--- config.mk ---
export PLATFORM = sky130hd
export DESIGN_NAME = wb_port_arbiter
export DESIGN_NICKNAME = d
export VERILOG_FILES = /design/src/rtl/wb_pkg.sv /design/src/rtl/wb_pend_queue.sv /design/src/rtl/wb_port_arbiter.sv
export SDC_FILE = /design/constraint.sdc
export NUM_CORES = 1
export LEC_CHECK = 0
export CORE_ASPECT_RATIO = 0.8
export CORE_MARGIN = 2
export CORE_UTILIZATION = 40
export DETAILED_ROUTE_END_ITERATION = 7
export GPL_TIMING_DRIVEN = 0
export PLACE_DENSITY = 0.72
export SETUP_SLACK_MARGIN = 0.5
export SYNTH_ARGS = -nofsm -noshare
export SYNTH_HDL_FRONTEND = slang
export SYNTH_SLANG_ARGS = --single-unit
--- constraint.sdc ---
create_clock -name clk -period 3.3 [get_ports clk]
set_input_delay 0.825 -clock clk [delete_from_list [all_inputs] [get_ports clk]]
set_output_delay 0.825 -clock clk [all_outputs]
set_load 0.02 [all_outputs]
--- src/rtl/wb_pkg.sv ---
// Shared types for the writeback-port arbiter: default widths, FSM encoding
// and the pending-queue entry payload.
package wb_pkg;

  localparam int unsigned DW_DEFAULT = 32;
  localparam int unsigned AW_DEFAULT = 5;

  typedef enum logic [1:0] {
    ST_IDLE  = 2'd0,
    ST_PEND  = 2'd1,
    ST_STALL = 2'd2
  } wb_state_e;

  typedef struct packed {
    logic                  valid;
    logic [AW_DEFAULT-1:0] dst;
    logic [DW_DEFAULT-1:0] data;
  } wb_entry_t;

endpackage

--- src/rtl/wb_pend_queue.sv ---
// Ordered compacting queue of long-latency results: push at tail, pop head,
// and squash every entry matching an address, all in one cycle.
module wb_pend_queue
  import wb_pkg::*;
#(
  parameter int unsigned DEPTH = 2,
  localparam int unsigned CW = $clog2(DEPTH + 1)
) (
  input  logic                  clk,
  input  logic                  rst,
  input  logic                  push,
  input  wb_entry_t             push_ent,
  input  logic                  pop,
  input  logic                  squash,
  input  logic [AW_DEFAULT-1:0] squash_dst,
  output wb_entry_t             head,
  output logic [CW-1:0]         count,
  output logic [CW-1:0]         count_nxt_c
);

  wb_entry_t   q     [DEPTH];
  wb_entry_t   q_nxt [DEPTH];
  logic        keep;
  int unsigned rank;

  // Survivors are packed toward slot 0 in their original order; push lands behind them.
  always_comb begin
    keep = 1'b0;
    rank = 0;
    for (int unsigned j = 0; j < DEPTH; j++) q_nxt[j] = '0;
    for (int unsigned i = 0; i < DEPTH; i++) begin
      keep = q[i].valid && !(pop && i == 0) && !(squash && q[i].dst == squash_dst);
      if (keep) begin
        for (int unsigned j = 0; j < DEPTH; j++) begin
          if (rank == j) q_nxt[j] = q[i];
        end
        rank = rank + 1;
      end
    end
    if (push && rank < DEPTH) begin
      for (int unsigned j = 0; j < DEPTH; j++) begin
        if (rank == j) q_nxt[j] = push_ent;
      end
      rank = rank + 1;
    end
    count_nxt_c = CW'(rank);
  end

  always_ff @(posedge clk) begin
    if (rst) begin
      for (int unsigned i = 0; i < DEPTH; i++) q[i] <= '0;
      count <= '0;
    end else begin
      for (int unsigned i = 0; i < DEPTH; i++) q[i] <= q_nxt[i];
      count <= count_nxt_c;
    end
  end

  assign head = q[0];

endmodule

--- src/rtl/wb_port_arbiter.sv ---
// Writeback register-file port arbiter: pipeline writes win, long-latency
// results bypass or queue, with squash and starvation-driven stall requests.
module wb_port_arbiter
  import wb_pkg::*;
#(
  parameter int unsigned DW           = DW_DEFAULT,
  parameter int unsigned AW           = AW_DEFAULT,
  parameter int unsigned DEPTH        = 2,
  parameter int unsigned STARVE_LIMIT = 4
) (
  input  logic                         clk,
  input  logic                         rst,
  input  logic                         wb_regwrite,
  input  logic                         wb_memtoreg,
  input  logic [DW-1:0]                wb_readdata,
  input  logic [DW-1:0]                wb_aluresult,
  input  logic [AW-1:0]                wb_dst,
  input  logic                         lu_valid,
  output logic                         lu_ready,
  input  logic [AW-1:0]                lu_dst,
  input  logic [DW-1:0]                lu_data,
  output logic                         rf_we,
  output logic [AW-1:0]                rf_waddr,
  output logic [DW-1:0]                rf_wdata,
  output logic                         pipe_stall,
  output logic [$clog2(DEPTH+1)-1:0]   pend_cnt
);

  localparam int unsigned CW = $clog2(DEPTH + 1);
  localparam int unsigned SW = $clog2(STARVE_LIMIT + 1);

  wb_state_e     state, state_nxt;
  logic [SW-1:0] starve_cnt, starve_nxt;
  logic          pw, lacc, drain, bypass, enq;
  wb_entry_t     head, push_ent;
  logic [CW-1:0] cnt_nxt;

  assign pw       = wb_regwrite && (wb_dst != '0);
  assign lu_ready = (pend_cnt < CW'(DEPTH));
  assign lacc     = lu_valid && lu_ready;
  assign drain    = !pw && head.valid;
  assign bypass   = !pw && !head.valid && lacc && (lu_dst != '0);
  // A same-cycle pipeline write to the same register makes the result stale.
  assign enq      = lacc && (lu_dst != '0) && !bypass && !(pw && lu_dst == wb_dst);
  assign push_ent = '{valid: 1'b1, dst: AW_DEFAULT'(lu_dst), data: DW_DEFAULT'(lu_data)};

  wb_pend_queue #(.DEPTH(DEPTH)) u_queue (
    .clk         (clk),
    .rst         (rst),
    .push        (enq),
    .push_ent    (push_ent),
    .pop         (drain),
    .squash      (pw),
    .squash_dst  (AW_DEFAULT'(wb_dst)),
    .head        (head),
    .count       (pend_cnt),
    .count_nxt_c (cnt_nxt)
  );

  // Zero-latency write-port mux.
  always_comb begin
    rf_we    = 1'b0;
    rf_waddr = '0;
    rf_wdata = '0;
    if (!rst) begin
      if (pw) begin
        rf_we    = 1'b1;
        rf_waddr = wb_dst;
        rf_wdata = wb_memtoreg ? wb_readdata : wb_aluresult;
      end else if (head.valid) begin
        rf_we    = 1'b1;
        rf_waddr = AW'(head.dst);
        rf_wdata = DW'(head.data);
      end else if (bypass) begin
        rf_we    = 1'b1;
        rf_waddr = lu_dst;
        rf_wdata = lu_data;
      end
    end
  end

  always_ff @(posedge clk) begin
    if (rst) begin
      state      <= ST_IDLE;
      starve_cnt <= '0;
      pipe_stall <= 1'b0;
    end else begin
      state      <= state_nxt;
      starve_cnt <= starve_nxt;
      pipe_stall <= (state_nxt == ST_STALL);
    end
  end

  // Starvation tracking keyed off the post-update queue occupancy.
  always_comb begin
    state_nxt  = state;
    starve_nxt = starve_cnt;
    case (state)
      ST_IDLE: begin
        if (cnt_nxt != '0) begin
          state_nxt  = ST_PEND;
          starve_nxt = '0;
        end
      end
      ST_PEND: begin
        if (cnt_nxt == '0) begin
          state_nxt  = ST_IDLE;
          starve_nxt = '0;
        end else if (drain) begin
          starve_nxt = '0;
        end else if (pw) begin
          starve_nxt = starve_cnt + SW'(1);
          if (starve_nxt >= SW'(STARVE_LIMIT)) state_nxt = ST_STALL;
        end
      end
      ST_STALL: begin
        if (cnt_nxt == '0) begin
          state_nxt  = ST_IDLE;
          starve_nxt = '0;
        end else if (drain) begin
          state_nxt  = ST_PEND;
          starve_nxt = '0;
        end
      end
      default: begin
        state_nxt  = ST_IDLE;
        starve_nxt = '0;
      end
    endcase
  end

endmodule

==> flow_summary.rst <==
.. list-table::
   :header-rows: 1

   * - Metric
     - Value
   * - Run status
     - complete, but fails checks
   * - Failing checks
     - negative setup slack
   * - Crit share post-route
     - 103%
   * - Type of the setup path with the least slack
     - primary input to flip-flop
   * - Buffers added on ports
     - around 150
   * - Actual slew at the worst max-slew pin
     - around 880 ps
   * - Antenna diode count
     - 0
   * - Clock sink count
     - 84
   * - Post-synthesis to final-layout area growth
     - 93.3%
   * - Critical Path Slowest Stage Cell
     - nor3_1
   * - Std cell rows
     - 36
   * - Crit Path Max Fanout
     - 5
   * - Tightest Hold Check Type
     - flip-flop to flip-flop
   * - Post-synth top area cell
     - dfxtp_1
   * - Leading cell types by total area after synthesis
     - dfxtp_1 34%, mux2i_1 14%, a211oi_1 9.9%
   * - Die height
     - about 100 um
   * - CP endpoint kind
     - flip-flop
   * - Detailed router's first-iteration violation count
     - 603
   * - Average wire length per cell after detail routing
     - 25.7 um
   * - Clk slew on worst S/H paths
     - approximately 60 ps
   * - Half-perimeter wire length after detailed placement
     - 12500 um
   * - Global-route wire length before repair
     - ~34000 um
   * - Number of remaining DRC errors
     - 0
   * - Sequential cell area fraction in the yosys report
     - 34.3%
   * - GRT Overall Usage
     - between 30% and 40%
   * - RSZ-0062 raised after global routing
     - yes
   * - Total of warnings raised by yosys
     - 0
   * - Crit path top cell by count
     - buf_12
   * - Pin count of the biggest net entering global routing
     - 14
   * - Post-layout net count
     - a little over 900
   * - Via count of the first global-routing pass
     - 6141
   * - Critical path launch point type
     - primary input
   * - Worst setup timing slack at the placement stage
     - -1280 ps
   * - Final-report max-slew violation count
     - 0
   * - Maximum level of the CTS H-tree
     - 3
   * - Worst-skew pair later-pin latency
     - around 360 ps
   * - Setup ws final
     - -112 ps
   * - Power density over cell area
     - roughly 360 mW/mm2
   * - Worst reg2reg setup slack
     - approximately 330 ps
   * - Overall overflow remaining after global route
     - 0
   * - Gp weighted congestion
     - about 0.87
   * - Share of final-layout standard cells stronger than drive strength 1
     - between 40% and 50%
   * - Clock tree from TritonCTS
     - done
   * - Area enclosed by the die boundary
     - between 0.01 and 0.015 mm2
   * - Net count after synthesis
     - approximately 700
   * - Final number of hold-violating endpoints
     - 0
   * - IO Count
     - approximately 150
   * - CTS hold repair buffers
     - 0
   * - Leakage power
     - between 3 and 4 nW
   * - Sum of negative setup slack
     - -779 ps
   * - Final Setup Violations
     - 29
   * - Area share of the leading cell type in the synthesized netlist
     - 34.3%
   * - Post-synthesis instance total
     - 588
   * - Largest voltage drop on the vdd net
     - 0.291 mV
   * - Delay of the slowest critical-path stage
     - 280 ps
   * - Initial antenna violation count
     - 0
   * - Worst clock skew
     - roughly 11 ps
   * - Series of cell instances along the critical path
     - buf_8, buf_4, buf_4, xor2_1, nor3_1, nand3_1, and3_4, clkbuf_16, ha_4, or2_4, nor2_4, buf_12, nand2_8, buf_12, buf_12, buf_8, buf_12, nor2_4, a311oi_2
   * - # placed instances
     - between 800 and 900
   * - Post-route non-filler standard cell count
     - slightly below 1000
   * - Antenna-violating nets left
     - 0
   * - Most common cell after layout, fill and taps aside
     - clkdlybuf4s50_1
   * - Number of buffers between clock root and the deepest sink
     - 2
   * - Register bit total from synthesis
     - 84
   * - Starting Density
     - 40.7%
   * - Width of the chip
     - 128 um
   * - Clock buffers created by TritonCTS
     - 9
   * - Tmin final
     - between 3000 and 4000 ps
   * - Core footprint
     - ~0.012 mm2
   * - Achievable Freq
     - 293 MHz
   * - Count of different cell masters after synthesis
     - between 40 and 50
   * - First-pass iteration count of the detailed router
     - 6
   * - Critical path arrival
     - between 3000 and 4000 ps
   * - Synth Area per Inst
     - 8.35 um2
   * - Post-Synthesis Cell Area
     - roughly 0.0049 mm2
   * - Routed Wire Length
     - roughly 25000 um
   * - Number of max-capacitance violations reported
     - 0
   * - CP required
     - 3520 ps
   * - Detail-routed via count per cell
     - approximately 6.5
   * - Commonest cells after routing, fill and taps aside
     - 101 x clkdlybuf4s50_1, 84 x dfxtp_1, 57 x buf_4
   * - Worst slew margin
     - about two fifths
   * - CTS Root Buffer Type
     - clkbuf_16
   * - Number of vias after detailed routing
     - 6271
critical path: cells and delay by family:
kind                     cells  cell delay, ps
AO/OA/AOI/OAI                1              60
XOR/XNOR                     1             170
adder cells (fa/ha/maj)      1             160
buffers and inverters        9            1210
AND/OR/NAND/NOR              7            1200
worst paths after layout:
path                                                   end  cells after the start                        start
worst max register to register  u_queue.q[0][3]$_SDFF_PP0_                     16  u_queue.q[0][33]$_SDFF_PP0_
worst min-delay path            u_queue.q[0][5]$_SDFF_PP0_                      2   u_queue.q[0][5]$_SDFF_PP0_
worst max-delay path            u_queue.q[0][3]$_SDFF_PP0_                     19                    wb_dst[4]
worst min register to register  u_queue.q[0][5]$_SDFF_PP0_                      2   u_queue.q[0][5]$_SDFF_PP0_
power by group:
group	leakage [nW]	total, W	internal [W]	switching, W
combinational	2.60	0.00108	0.000553	0.000529
clock	0.177	0.00129	0.000838	0.000448
sequential	0.682	0.00107	0.00105	0.0000239
total	3.46	0.00344	0.00244	0.00100
synth_stat cells:
cell,instances
and2_0,1
o211ai_1,1
clkbuf_1,34
nand3b_2,1
or2_2,1
and3_1,1
or3_4,1
mux2i_1,69
xnor2_1,9
ha_1,4
a22oi_1,1
o31a_1,1
a21oi_1,3
o22ai_1,1
a211oi_1,65
nand3b_1,2
buf_4,3
buf_2,15
nor3_1,6
nand3_2,1
a41o_1,2
a311oi_1,37
a222oi_1,5
nand2b_1,2
dfxtp_1,84
o41a_1,1
nor2b_1,33
nand3_1,39
xor2_1,8
nand2_1,43
or4_1,2
or3_1,2
a21o_1,5
o21a_1,1
o211ai_2,1
a31o_1,1
inv_1,5
o21bai_1,1
o31ai_4,1
nor2_2,1
nor2_1,87
a31oi_1,1
buf_1,6
flip-flops by register name, indices dropped and copies added (netlist names):
name,flops
starve_cnt,3
pipe_stall,1
u_queue.count,2
state,2
u_queue.q,76
repair_timing:
item,CTS,global route
buffers inserted,36,10
cloned,19,2
resized for setup,438,123
pin swaps,48,49
endpoints found under the setup margin,122,120
per-layer routing:
layer | routed length [um] | global-route usage (%) | part of all wire, % | vias to the layer above
met5 | 0 | 0 | 0 | -
met3 | 2920 | 7.27 | 12 | 134
met1 | 9170 | 41.3 | 37 | 2976
met4 | 1210 | 10.7 | 4.8 | 0
met2 | 11700 | 57.1 | 47 | 542
li1 | - | - | - | 2619
cells by family after synthesis:
kind of cell	count (synthesis)	synth area share [%]
AOI/OAI and AO/OA	128	21.2
xor gates and xnor gates	17	3.03
adders and majority gates	4	1.02
buffers and inverters	63	5.43
DFF	84	34.3
muxes	69	14.1
and+or+nand+nor	223	21.0
per-stage QoR:
step	instance area [um2]	power [W]	hold WS [ps]	util, %
5_1_grt	9490	0.00351	522	78.6
3_5_place_dp	6920	0.00178	473	57.3
2_1_floorplan	5240	0.00146	454	-
4_1_cts	8830	0.00325	480	73.1
3_3_place_gp	6920	0.00177	464	57.3
6_report	9490	0.00344	510	78.6
area by class of cell:
class / count / area, um2
repair buffers: 215 / 2450
clock buffers: 12 / 246
plain buffers: 58 / 702
clock inverters: 4 / 120
well taps: 152 / 190
multi-input cells: 441 / 4070
flip-flops and latches: 84 / 1680
fillers: 673 / 2580
inverters: 5 / 28.8
Note: power is estimated with default switching activity, not from simulation.
